[config.mk]
export PLATFORM = sky130hd
export DESIGN_NAME = mult_div_unit_flat
export DESIGN_NICKNAME = d
export VERILOG_FILES = /design/src/rtl/mdu_pkg.sv /design/src/rtl/mult_div_unit_if.sv /design/src/rtl/mdu_datapath.sv /design/src/rtl/mult_div_unit.sv /design/src/flat_wrapper.sv
export SDC_FILE = /design/constraint.sdc
export NUM_CORES = 1
export LEC_CHECK = 0
export CAP_MARGIN = 20
export CORE_MARGIN = 10
export CORE_UTILIZATION = 60
export CTS_CLUSTER_SIZE = 10
export DETAILED_ROUTE_END_ITERATION = 8
export GPL_TIMING_DRIVEN = 1
export PLACE_DENSITY_LB_ADDON = 0.05
export SLEW_MARGIN = 0
export SYNTH_ARGS = -nofsm -noshare
export SYNTH_HDL_FRONTEND = slang
export SYNTH_SLANG_ARGS = --single-unit
[constraint.sdc]
create_clock -name clk -period 4.7 [get_ports clk]
set_input_delay 0.94 -clock clk [delete_from_list [all_inputs] [get_ports clk]]
set_output_delay 0.94 -clock clk [all_outputs]
set_load 0.05 [all_outputs]
[src/rtl/mdu_pkg.sv]
// Shared definitions for the iterative multiply/divide unit:
// operation codes, FSM states and the default operand width.
package mdu_pkg;

  localparam int WIDTH_DEF = 32;

  typedef enum logic [1:0] {
    OP_MULT  = 2'b00,
    OP_MULTU = 2'b01,
    OP_DIV   = 2'b10,
    OP_DIVU  = 2'b11
  } op_e;

  typedef enum logic [1:0] {
    ST_IDLE = 2'b00,
    ST_CALC = 2'b01,
    ST_SIGN = 2'b10,
    ST_DONE = 2'b11
  } state_e;

  function automatic logic op_is_div(op_e op);
    return (op == OP_DIV) || (op == OP_DIVU);
  endfunction

  function automatic logic op_is_signed(op_e op);
    return (op == OP_MULT) || (op == OP_DIV);
  endfunction

endpackage

[src/rtl/mult_div_unit_if.sv]
// Start/busy/done handshake plus operand and result buses between the
// control unit (master) and the multiply/divide unit (slave).
interface mult_div_unit_if #(
  parameter int WIDTH = mdu_pkg::WIDTH_DEF
) ();

  logic             Start;
  logic [1:0]       Op;
  logic [WIDTH-1:0] OpA;
  logic [WIDTH-1:0] OpB;
  logic             Busy;
  logic             Done;
  logic [WIDTH-1:0] Hi;
  logic [WIDTH-1:0] Lo;
  logic             DivZero;

  modport master (
    output Start, Op, OpA, OpB,
    input  Busy, Done, Hi, Lo, DivZero
  );

  modport slave (
    input  Start, Op, OpA, OpB,
    output Busy, Done, Hi, Lo, DivZero
  );

endinterface

[src/rtl/mdu_datapath.sv]
// Unsigned shift-add multiplier / restoring divider, one bit per step.
// Operands arrive as magnitudes; sign handling lives in the parent.
module mdu_datapath #(
  parameter int WIDTH = mdu_pkg::WIDTH_DEF
) (
  input  logic               clk,
  input  logic               rst,
  input  logic               load,
  input  logic               step,
  input  logic               finish,
  input  logic               is_div,
  input  logic [WIDTH-1:0]   a_mag,
  input  logic [WIDTH-1:0]   b_mag,
  output logic [2*WIDTH-1:0] prod,
  output logic [WIDTH-1:0]   quot,
  output logic [WIDTH-1:0]   rem
);

  logic [2*WIDTH-1:0] acc_q, acc_d;
  logic [2*WIDTH-1:0] mcand_q, mcand_d;
  // Multiplier (shifts right) or dividend/quotient (shifts left)
  logic [WIDTH-1:0]   sr_q, sr_d;
  logic [WIDTH:0]     rem_q, rem_d;
  logic [WIDTH-1:0]   dvsr_q, dvsr_d;
  logic               is_div_q, is_div_d;

  logic [WIDTH+1:0]   shifted;
  logic [WIDTH:0]     diff;
  logic               ge;

  assign shifted = {rem_q, sr_q[WIDTH-1]};
  assign diff    = shifted[WIDTH:0] - {1'b0, dvsr_q};
  assign ge      = shifted >= {2'b00, dvsr_q};

  always_comb begin
    acc_d    = acc_q;
    mcand_d  = mcand_q;
    sr_d     = sr_q;
    rem_d    = rem_q;
    dvsr_d   = dvsr_q;
    is_div_d = is_div_q;
    if (load) begin
      acc_d    = '0;
      mcand_d  = {{WIDTH{1'b0}}, a_mag};
      sr_d     = is_div ? a_mag : b_mag;
      rem_d    = '0;
      dvsr_d   = b_mag;
      is_div_d = is_div;
    end else if (step) begin
      if (is_div_q) begin
        rem_d = ge ? diff : shifted[WIDTH:0];
        sr_d  = {sr_q[WIDTH-2:0], ge};
      end else begin
        acc_d   = sr_q[0] ? (acc_q + mcand_q) : acc_q;
        mcand_d = mcand_q << 1;
        sr_d    = sr_q >> 1;
      end
    end else if (finish) begin
      // Results are sampled by the parent on this same edge
      mcand_d = '0;
      dvsr_d  = '0;
    end
  end

  always_ff @(posedge clk) begin
    if (rst) begin
      acc_q    <= '0;
      mcand_q  <= '0;
      sr_q     <= '0;
      rem_q    <= '0;
      dvsr_q   <= '0;
      is_div_q <= 1'b0;
    end else begin
      acc_q    <= acc_d;
      mcand_q  <= mcand_d;
      sr_q     <= sr_d;
      rem_q    <= rem_d;
      dvsr_q   <= dvsr_d;
      is_div_q <= is_div_d;
    end
  end

  assign prod = acc_q;
  assign quot = sr_q;
  assign rem  = rem_q[WIDTH-1:0];

endmodule

[src/rtl/mult_div_unit.sv]
// Iterative MULT/MULTU/DIV/DIVU unit with HI/LO result registers and a
// fixed 33-cycle start-to-result latency.
module mult_div_unit
  import mdu_pkg::*;
#(
  parameter int WIDTH = WIDTH_DEF
) (
  input  logic            clk,
  input  logic            rst,
  mult_div_unit_if.slave  bus
);

  localparam int CNT_W = $clog2(WIDTH);
  localparam logic [CNT_W-1:0] CNT_LAST = CNT_W'(WIDTH - 1);

  state_e             state_q;
  logic [CNT_W-1:0]   cnt_q;
  logic               div_q;
  logic               neg_res_q;
  logic               neg_rem_q;
  logic               bzero_q;
  logic [WIDTH-1:0]   opa_q;
  logic               busy_q;
  logic               done_q;
  logic               divzero_q;
  logic [WIDTH-1:0]   hi_q;
  logic [WIDTH-1:0]   lo_q;

  op_e                op_in;
  logic               accept;
  logic               a_neg, b_neg;
  logic [WIDTH-1:0]   a_mag, b_mag;
  logic [2*WIDTH-1:0] dp_prod, prod_fix;
  logic [WIDTH-1:0]   dp_quot, dp_rem, quot_fix, rem_fix;

  assign op_in  = op_e'(bus.Op);
  assign accept = bus.Start && ((state_q == ST_IDLE) || (state_q == ST_DONE));
  assign a_neg  = op_is_signed(op_in) && bus.OpA[WIDTH-1];
  assign b_neg  = op_is_signed(op_in) && bus.OpB[WIDTH-1];
  assign a_mag  = a_neg ? -bus.OpA : bus.OpA;
  assign b_mag  = b_neg ? -bus.OpB : bus.OpB;

  mdu_datapath #(
    .WIDTH (WIDTH)
  ) u_datapath (
    .clk    (clk),
    .rst    (rst),
    .load   (accept),
    .step   (state_q == ST_CALC),
    .finish (state_q == ST_SIGN),
    .is_div (op_is_div(op_in)),
    .a_mag  (a_mag),
    .b_mag  (b_mag),
    .prod   (dp_prod),
    .quot   (dp_quot),
    .rem    (dp_rem)
  );

  // Remainder follows the dividend's sign; quotient/product follow the XOR
  assign prod_fix = neg_res_q ? -dp_prod : dp_prod;
  assign quot_fix = neg_res_q ? -dp_quot : dp_quot;
  assign rem_fix  = neg_rem_q ? -dp_rem  : dp_rem;

  always_ff @(posedge clk) begin
    if (rst) begin
      state_q   <= ST_IDLE;
      cnt_q     <= '0;
      div_q     <= 1'b0;
      neg_res_q <= 1'b0;
      neg_rem_q <= 1'b0;
      bzero_q   <= 1'b0;
      opa_q     <= '0;
      busy_q    <= 1'b0;
      done_q    <= 1'b0;
      divzero_q <= 1'b0;
      hi_q      <= '0;
      lo_q      <= '0;
    end else begin
      done_q <= 1'b0;
      case (state_q)
        ST_IDLE, ST_DONE: begin
          if (accept) begin
            state_q   <= ST_CALC;
            busy_q    <= 1'b1;
            cnt_q     <= '0;
            divzero_q <= 1'b0;
            div_q     <= op_is_div(op_in);
            neg_res_q <= a_neg ^ b_neg;
            neg_rem_q <= a_neg;
            bzero_q   <= (bus.OpB == '0);
            opa_q     <= bus.OpA;
          end else begin
            state_q <= ST_IDLE;
          end
        end
        ST_CALC: begin
          cnt_q <= cnt_q + 1'b1;
          if (cnt_q == CNT_LAST) begin
            state_q <= ST_SIGN;
          end
        end
        ST_SIGN: begin
          if (div_q && bzero_q) begin
            lo_q      <= '1;
            hi_q      <= opa_q;
            divzero_q <= 1'b1;
          end else if (div_q) begin
            lo_q <= quot_fix;
            hi_q <= rem_fix;
          end else begin
            {hi_q, lo_q} <= prod_fix;
          end
          busy_q  <= 1'b0;
          done_q  <= 1'b1;
          state_q <= ST_DONE;
        end
        default: state_q <= ST_IDLE;
      endcase
    end
  end

  assign bus.Busy    = busy_q;
  assign bus.Done    = done_q;
  assign bus.Hi      = hi_q;
  assign bus.Lo      = lo_q;
  assign bus.DivZero = divzero_q;

endmodule
[src/flat_wrapper.sv]
// flat-port wrapper written by rule: the top's interface ports become plain ports
module mult_div_unit_flat import mdu_pkg::*;
#(
  parameter int WIDTH = WIDTH_DEF
)
  (clk, rst, bus_Start, bus_Op, bus_OpA, bus_OpB, bus_Busy, bus_Done, bus_Hi, bus_Lo, bus_DivZero);
  mult_div_unit_if #(.WIDTH(WIDTH)) bus_i ();
  input  logic clk;
  input  logic rst;
  input wire logic [$bits(bus_i.Start)-1:0] bus_Start;
  input wire logic [$bits(bus_i.Op)-1:0] bus_Op;
  input wire logic [$bits(bus_i.OpA)-1:0] bus_OpA;
  input wire logic [$bits(bus_i.OpB)-1:0] bus_OpB;
  output wire logic [$bits(bus_i.Busy)-1:0] bus_Busy;
  output wire logic [$bits(bus_i.Done)-1:0] bus_Done;
  output wire logic [$bits(bus_i.Hi)-1:0] bus_Hi;
  output wire logic [$bits(bus_i.Lo)-1:0] bus_Lo;
  output wire logic [$bits(bus_i.DivZero)-1:0] bus_DivZero;
  assign bus_i.Start = bus_Start;
  assign bus_i.Op = bus_Op;
  assign bus_i.OpA = bus_OpA;
  assign bus_i.OpB = bus_OpB;
  assign bus_Busy = bus_i.Busy;
  assign bus_Done = bus_i.Done;
  assign bus_Hi = bus_i.Hi;
  assign bus_Lo = bus_i.Lo;
  assign bus_DivZero = bus_i.DivZero;
  mult_div_unit #(.WIDTH(WIDTH)) u_core (.clk(clk), .rst(rst), .bus(bus_i));
endmodule
==> results.cfg, run 1 <==
[global_route]
grt.total_usage_pct = 32.8
grt_first_pass_wirelength_um = 124000
grt_start_max_net_pins = 98
grt_antenna_before_repair = 2
final_global_route_overflow_total = 0
grt_pass1_vias = 21700

[timing]
timing.slew.headroom_pct = 30.9
setup_viol = 0
tightest_slew_ps = 1040
period_minus_slack_ps = 4130
fmaxAchievable_mhz = 242
hold_viol_final = 0
period_share_pct = 87.9
drv_slew = 0
grt_setup_unrepaired = no
fin_tns_setup_ps = 0
fin_worst_skew_ps = 28.8

[pwr]
power-per-cell-area_nw_per_um2 = 527
max-vdd-ir-drop_v = 0.000548
leak_pwr_nw = 9.93
power.total_w = 0.0137

[die]
die-height_um = 216
die-area_um2 = 46900
fp.dieW_um = 216
core_area_um2 = 37800
ioPinCount = 136
placementRows = 71
initial_utilization_pct = 61.2

[cells_and_area]
area_growth_pct = 11.8
design.final.nets = 3277
layout.cells.most_common_list = 408 x sky130_fd_sc_hd__nand2_1, 332 x sky130_fd_sc_hd__dfxtp_1, 296 x sky130_fd_sc_hd__nor2_1, 294 x sky130_fd_sc_hd__a21oi_1, 208 x sky130_fd_sc_hd__o21ai_0
layout.cells.most_common = sky130_fd_sc_hd__nand2_1
diodes = 0
drive_gt1_share_pct = 4.01

[logic_synthesis]
syn_inst = 3101
synthArstFlopShare_pct = 0
synthDominantCellAreaShare_pct = 29.0
synth_nets = 3276
synthesis.yosys.warnings = 0
synthTopCellsByArea = sky130_fd_sc_hd__dfxtp_1 29%, sky130_fd_sc_hd__nand2_1 6.6%, sky130_fd_sc_hd__a21oi_1 6.4%, sky130_fd_sc_hd__xnor2_1 6.3%, sky130_fd_sc_hd__ha_1 5.6%
synth.avg_cell_area_um2 = 7.47
seq_area_frac_synth_pct = 29.0
yosys.area.top_type = sky130_fd_sc_hd__dfxtp_1
number_of_synthesized_flops_with_an_enable_pin = 0
mappedNetlistArea_um2 = 23200
yosysUniqueCellTypes = 74
dominantRegCellSynth = sky130_fd_sc_hd__dfxtp_1
ys_seq_elements = 335

[clock_tree]
cts.root.buffer_cell = sky130_fd_sc_hd__clkbuf_16
cts_htree_levels = 2
clock_tree.buffer_depth = 3
clock_latency_ps = 580
cts_post_setup_buffers_inserted = 0
cts_hold_buf = 0
postCtsResizedCells = 0
cts.clk_slew.worst_paths_ps = 60
clock_tree_from_tritoncts = built
cts_inserted_buffers = 41
clock_sink_count = 335

[placed_design]
detailed_place_hpwl_um = 60500
buffer_ports.inserted = 135
gp_congestion = 0.997

[detailed_routing]
route.detailed.vias_per_inst = 6.53
detailedRoute.firstIterationViolations = 2632
ant_nets = 0
total_vias_in_the_final_route = 23700
detailedRoute.firstPassIterationCount = 6
route.detailed.drc = 0
drt_wl_total_um = 81200
route.detailed.wl_per_inst_um = 22.4

[setup_path]
worst-r2r-setup-slack_ps = 570
worst-path-max-fanout = 21
critical_path.endpoint_type = flop
worst_ep_required_time_ps = 5120
timing.critical_path.from_type = flop
crit_path_max_incr_delay_ps = 450
arrival_ps = 4550
crit_type = flop to flop
worst_path_max_delay_cell = sky130_fd_sc_hd__a31o_2
critical_path.cell_chain = inv_1 > ha_1 > inv_1 > fa_1 > a211oi_1 > nor2_1 > o21ai_0 > o21ai_0 > a2111oi_0 > o21ai_1 > a22o_1 > a31o_2 > buf_4 > mux2i_1 > a21oi_1

[job]
max_cap_violations = 0

[hold_path]
hold_path.class = flop to flop

[outcome]
run_status = finished, final reports clean
==> state kept, by name, summed over array words and instances (netlist names) <==
signal                      count
u_core.u_datapath.dvsr_q       32
u_core.cnt_q                    5
u_core.bus.DivZero              1
u_core.bus.Busy                 1
u_core.bus.Lo                  32
u_core.opa_q                   32
u_core.bus.Done                 1
u_core.state_q                  2
u_core.bus.Hi                  32
u_core.u_datapath.rem_q        33
u_core.neg_rem_q                1
u_core.u_datapath.prod         64
u_core.u_datapath.quot         32
u_core.neg_res_q                1
u_core.bzero_q                  1
u_core.u_datapath.is_div_q      1
u_core.u_datapath.mcand_q      64
==> layout make-up <==
class                           instances  area [µm²]
Clock inverter                          3        22.5
Tap cell                              511         639
Sequential cell                       335        6710
Inverter                               75         282
Fill cell                            3281       11900
Clock buffer                           57        1160
Timing Repair Buffer                  172        1660
Multi-Input combinational cell       2477       15400
==> per-layer routing <==
layer	global-route usage [%]	wire [µm]
met4	15.8	4000
met5	0	32
met1	42.1	33600
met2	52.5	36700
met3	5.52	6840
==> synth_stat cells, types with 62 or more instances <==
cell type,number
sky130_fd_sc_hd__nand3_1,62
sky130_fd_sc_hd__a21oi_1,294
sky130_fd_sc_hd__a22oi_1,66
sky130_fd_sc_hd__o21ai_0,208
sky130_fd_sc_hd__xnor2_1,166
sky130_fd_sc_hd__o211ai_1,68
sky130_fd_sc_hd__mux2i_1,75
sky130_fd_sc_hd__dfxtp_1,335
sky130_fd_sc_hd__nand2_1,410
sky130_fd_sc_hd__nor3_1,66
sky130_fd_sc_hd__nor2_1,299
sky130_fd_sc_hd__xor2_1,88
sky130_fd_sc_hd__inv_1,75
sky130_fd_sc_hd__clkbuf_1,189
sky130_fd_sc_hd__ha_1,104
==> metrics by stage <==
step,util (%),cells,hold slack (ps),setup slack [ps],area [µm²]
after floorplan,-,3101,436,1140,23200
after global placement,65.2,3569,443,367,24700
after detailed placement,65.3,3570,450,351,24700
after CTS,68.4,3630,461,637,25900
after global routing,68.4,3630,469,264,25900
final,68.4,3630,462,570,25900
==> path summary, 6_finish.rpt <==
kind                                                              start                                      end  cells past startpoint
worst max register to register  u_core.u_datapath.quot[31]$_SDFFE_PP0P_  u_core.u_datapath.rem_q[5]$_SDFFE_PP0P_                     15
worst max-delay path            u_core.u_datapath.quot[31]$_SDFFE_PP0P_  u_core.u_datapath.rem_q[5]$_SDFFE_PP0P_                     15
worst min-delay path                       u_core.opa_q[0]$_SDFFE_PP0P_             u_core.opa_q[0]$_SDFFE_PP0P_                      2
worst min register to register             u_core.opa_q[0]$_SDFFE_PP0P_             u_core.opa_q[0]$_SDFFE_PP0P_                      2
==> worst max-delay path: cells and delay by family, from the launching register on <==
| family | cells | cell delay, ps |
|---|---|---|
| compound gates | 8 | 2190 |
| fa+ha+maj | 2 | 600 |
| buf+inv | 3 | 490 |
| flops | 1 | 380 |
| mux | 1 | 210 |
| simple gates | 1 | 110 |
==> where the power goes <==
group | switching (W) | total, W | internal, W
clock network | 0.00126 | 0.00295 | 0.00169
logic | 0.00428 | 0.00663 | 0.00235
registers | 0.000691 | 0.00407 | 0.00338
==> cells by family after synthesis <==
group           after synthesis  share of synthesized area (%)
mux                          78                           3.44
fa+ha+maj                   106                           5.79
simple gates               1081                           21.3
flops                       335                           29.0
compound gates              958                           26.2
buf+inv                     289                           4.75
xor+xnor                    254                           9.60
Power figures use the tool's default switching activity.
==> inputs of run 2 (changes only) <==
--- a/config.mk
+++ b/config.mk
@@ -6,13 +6,15 @@
 export NUM_CORES = 1
 export LEC_CHECK = 0
 export CAP_MARGIN = 20
+export CELL_PAD_IN_SITES_DETAIL_PLACEMENT = 1
+export CELL_PAD_IN_SITES_GLOBAL_PLACEMENT = 1
 export CORE_MARGIN = 10
-export CORE_UTILIZATION = 60
+export CORE_UTILIZATION = 45
 export CTS_CLUSTER_SIZE = 10
 export DETAILED_ROUTE_END_ITERATION = 8
 export GPL_TIMING_DRIVEN = 1
 export PLACE_DENSITY_LB_ADDON = 0.05
-export SLEW_MARGIN = 0
+export SLEW_MARGIN = 20
 export SYNTH_ARGS = -nofsm -noshare
 export SYNTH_HDL_FRONTEND = slang
 export SYNTH_SLANG_ARGS = --single-unit
==> run 2 against run 1 <==
Via count is 0.13% higher; combinational power grew 3%; die area increased by 30%; wire length rose by 14%; sequential share of layout area decreased by 0.35 points; critical endpoint is now u_core.u_datapath.rem_q[18]$_SDFFE_PP0P_; worst setup slack got worse by 210 ps; largest cell class unchanged; critical path depth unchanged; clock skew is 11 ps lower; first-iteration DRC count down 34%; power increased by 3.1%; non-clock buffer count up 3; sequential power about the same.
==> results.cfg, run 2 (synthesis results as in run 1) <==
[setup_path]
cpLargestDelayFamily = compound AO/OA/AOI/OAI gates
worst_path_max_delay_cell = sky130_fd_sc_hd__a2111oi_0
crit_path_max_incr_delay_ps = 530
crit_type = flop to flop
critical_path.endpoint_type = flop
worst_ep_required_time_ps = 5190
arrival_ps = 4830
critical_path.cell_chain = inv_1 > ha_1 > inv_1 > fa_1 > a211oi_1 > nor2_1 > o21ai_0 > o21ai_0 > a2111oi_0 > o21ai_1 > a22o_1 > a31o_2 > buf_4 > mux2i_1 > a211oi_1
worst-path-max-fanout = 18
worstPathBufferInverterCount = 3
timing.critical_path.from_type = flop

[timing]
hold_viol_final = 0
fin_worst_skew_ps = 17.9
tightest_slew_ps = 1040
timing.final.ws_setup_ps = 358
timing.slew.headroom_pct = 30.7
setup_viol = 0
period_minus_slack_ps = 4340
period_share_pct = 92.4
fmaxAchievable_mhz = 230
fin_tns_setup_ps = 0
grt_setup_unrepaired = no
drv_slew = 0

[global_route]
final_global_route_overflow_total = 0
grt_start_max_net_pins = 148
grt_pass1_vias = 23700
grt.total_usage_pct = 29.2
grt_antenna_before_repair = 4
grt_first_pass_wirelength_um = 141000

[pwr]
leak_pwr_nw = 10.0
seq_power_share_pct = 28.9
internal_power_w = 0.00756
share_clk_of_total_power_pct = 22.6
max-vdd-ir-drop_v = 0.000281
swShare_pct = 46.3
power-per-cell-area_nw_per_um2 = 536
pwr-share-comb_pct = 48.5
total_switching_power_w = 0.00651

[clock_tree]
cts_post_setup_buffers_inserted = 0
cts.clk_slew.worst_paths_ps = 60
clock_tree_from_tritoncts = built
clock_latency_ps = 580
clock_sink_count = 335
cts_inserted_buffers = 43
cts_htree_levels = 2
clock_tree.buffer_depth = 3
cts.root.buffer_cell = sky130_fd_sc_hd__clkbuf_16
postCtsResizedCells = 0
cts_hold_buf = 0

[die]
ioPinCount = 136
fp.dieW_um = 247
core_area_um2 = 51100
initial_utilization_pct = 45.3
die-area_um2 = 60900
die-height_um = 247
placementRows = 83

[cells_and_area]
design.final.nets = 3282
diodes = 0
layout.filler_cells = 6395
multi_input_gate_area_um2 = 15400
drive_gt1_share_pct = 4.37
layout.core_utilization_pct = 51.4
layout.cells.most_common = sky130_fd_sc_hd__nand2_1
layout.cells.most_common_list = 408 x sky130_fd_sc_hd__nand2_1, 332 x sky130_fd_sc_hd__dfxtp_1, 296 x sky130_fd_sc_hd__nor2_1, 294 x sky130_fd_sc_hd__a21oi_1, 208 x sky130_fd_sc_hd__o21ai_0
footprint_of_the_flip_flops_and_latches_um2 = 6710
area_growth_pct = 13.3

[detailed_routing]
route.detailed.drc = 0
detailedRoute.firstPassIterationCount = 5
drt_wl_total_um = 93000
route.detailed.vias_per_inst = 6.23
ant_nets = 0
route.detailed.wl_per_inst_um = 24.4
total_vias_in_the_final_route = 23700
detailedRoute.firstIterationViolations = 1739

[outcome]
run_status = finished, final reports clean

[placed_design]
buffer_ports.inserted = 135
detailed_place_hpwl_um = 70000
gp_congestion = 0.899
dpl_worst_slack_ps = 330

[hold_path]
hold_path.class = flop to flop

[job]
max_cap_violations = 0
## run 2: cell count changes in the layout (fill, tap and decap cells not counted), sizes merged
| cell | delta |
|---|---|
| clkbuf | +10 |
| buf | +3 |
| clkinvlp | +1 |
| inv | -1 |
| clkinv | +2 |
## run 2: metrics by stage
stage,cells,area [µm²],total power [W],hold slack (ps)
6_report,3814,26200,0.0141,459
5_1_grt,3814,26200,0.0148,485
4_1_cts,3814,26200,0.0140,460
3_5_place_dp,3742,25000,0.0108,451
3_3_place_gp,3742,25000,0.0106,441
2_1_floorplan,3101,23200,0.00858,436
## run 2: path summary, 6_finish.rpt
kind                                                start                                       end  slack [ps]  cells after the start
setup / recovery  u_core.u_datapath.quot[31]$_SDFFE_PP0P_  u_core.u_datapath.rem_q[18]$_SDFFE_PP0P_         360                     15
hold / removal              u_core.opa_q[16]$_SDFFE_PP0P_             u_core.opa_q[16]$_SDFFE_PP0P_         460                      2
setup reg to reg  u_core.u_datapath.quot[31]$_SDFFE_PP0P_  u_core.u_datapath.rem_q[18]$_SDFFE_PP0P_         360                     15
hold reg to reg             u_core.opa_q[16]$_SDFFE_PP0P_             u_core.opa_q[16]$_SDFFE_PP0P_         460                      2
## run 2: worst min-delay path, delay by kind of cell (launching register included)
family / cells / cell delay, ps
AOI/OAI and AO/OA: 1 / 50
and+or+nand+nor: 1 / 50
DFF: 1 / 310
## run 2: per-layer routing
metal / wire length [µm] / track usage (%) / vias up
met2: 44200 / 49.1 / 617
met5: 43 / 0 / -
li1: - / - / 11100
met3: 5080 / 4.04 / 149
met4: 3620 / 11.9 / 8
met1: 40000 / 37.1 / 11800
## run 2: power groups by stage
stage / clock network, W / logic, W / registers [W]
floorplan: 0 / 0.00432 / 0.00425
CTS: 0.00322 / 0.00678 / 0.00404
detailed placement: 0 / 0.00673 / 0.00409
global route: 0.00334 / 0.00737 / 0.00412
global placement: 0 / 0.00656 / 0.00407
finish: 0.00318 / 0.00682 / 0.00406
## run 2: layout make-up
type / instances / area share (%)
timing repair buffer: 175 / 6.39
clock buffer: 67 / 4.83
clock inverter: 5 / 0.105
sequential: 335 / 25.6
tap: 680 / 3.24
multi-input combinational: 2477 / 58.8
inverter: 75 / 1.07
==> inputs of run 3 (changes only) <==
--- a/config.mk
+++ b/config.mk
@@ -5,7 +5,7 @@
 export SDC_FILE = /design/constraint.sdc
 export NUM_CORES = 1
 export LEC_CHECK = 0
-export CAP_MARGIN = 20
+export CAP_MARGIN = 10
 export CELL_PAD_IN_SITES_DETAIL_PLACEMENT = 1
 export CELL_PAD_IN_SITES_GLOBAL_PLACEMENT = 1
 export CORE_MARGIN = 10
==> results of run 3 <==
No change in the layout: final DEF, timing and power equal those of run 2.
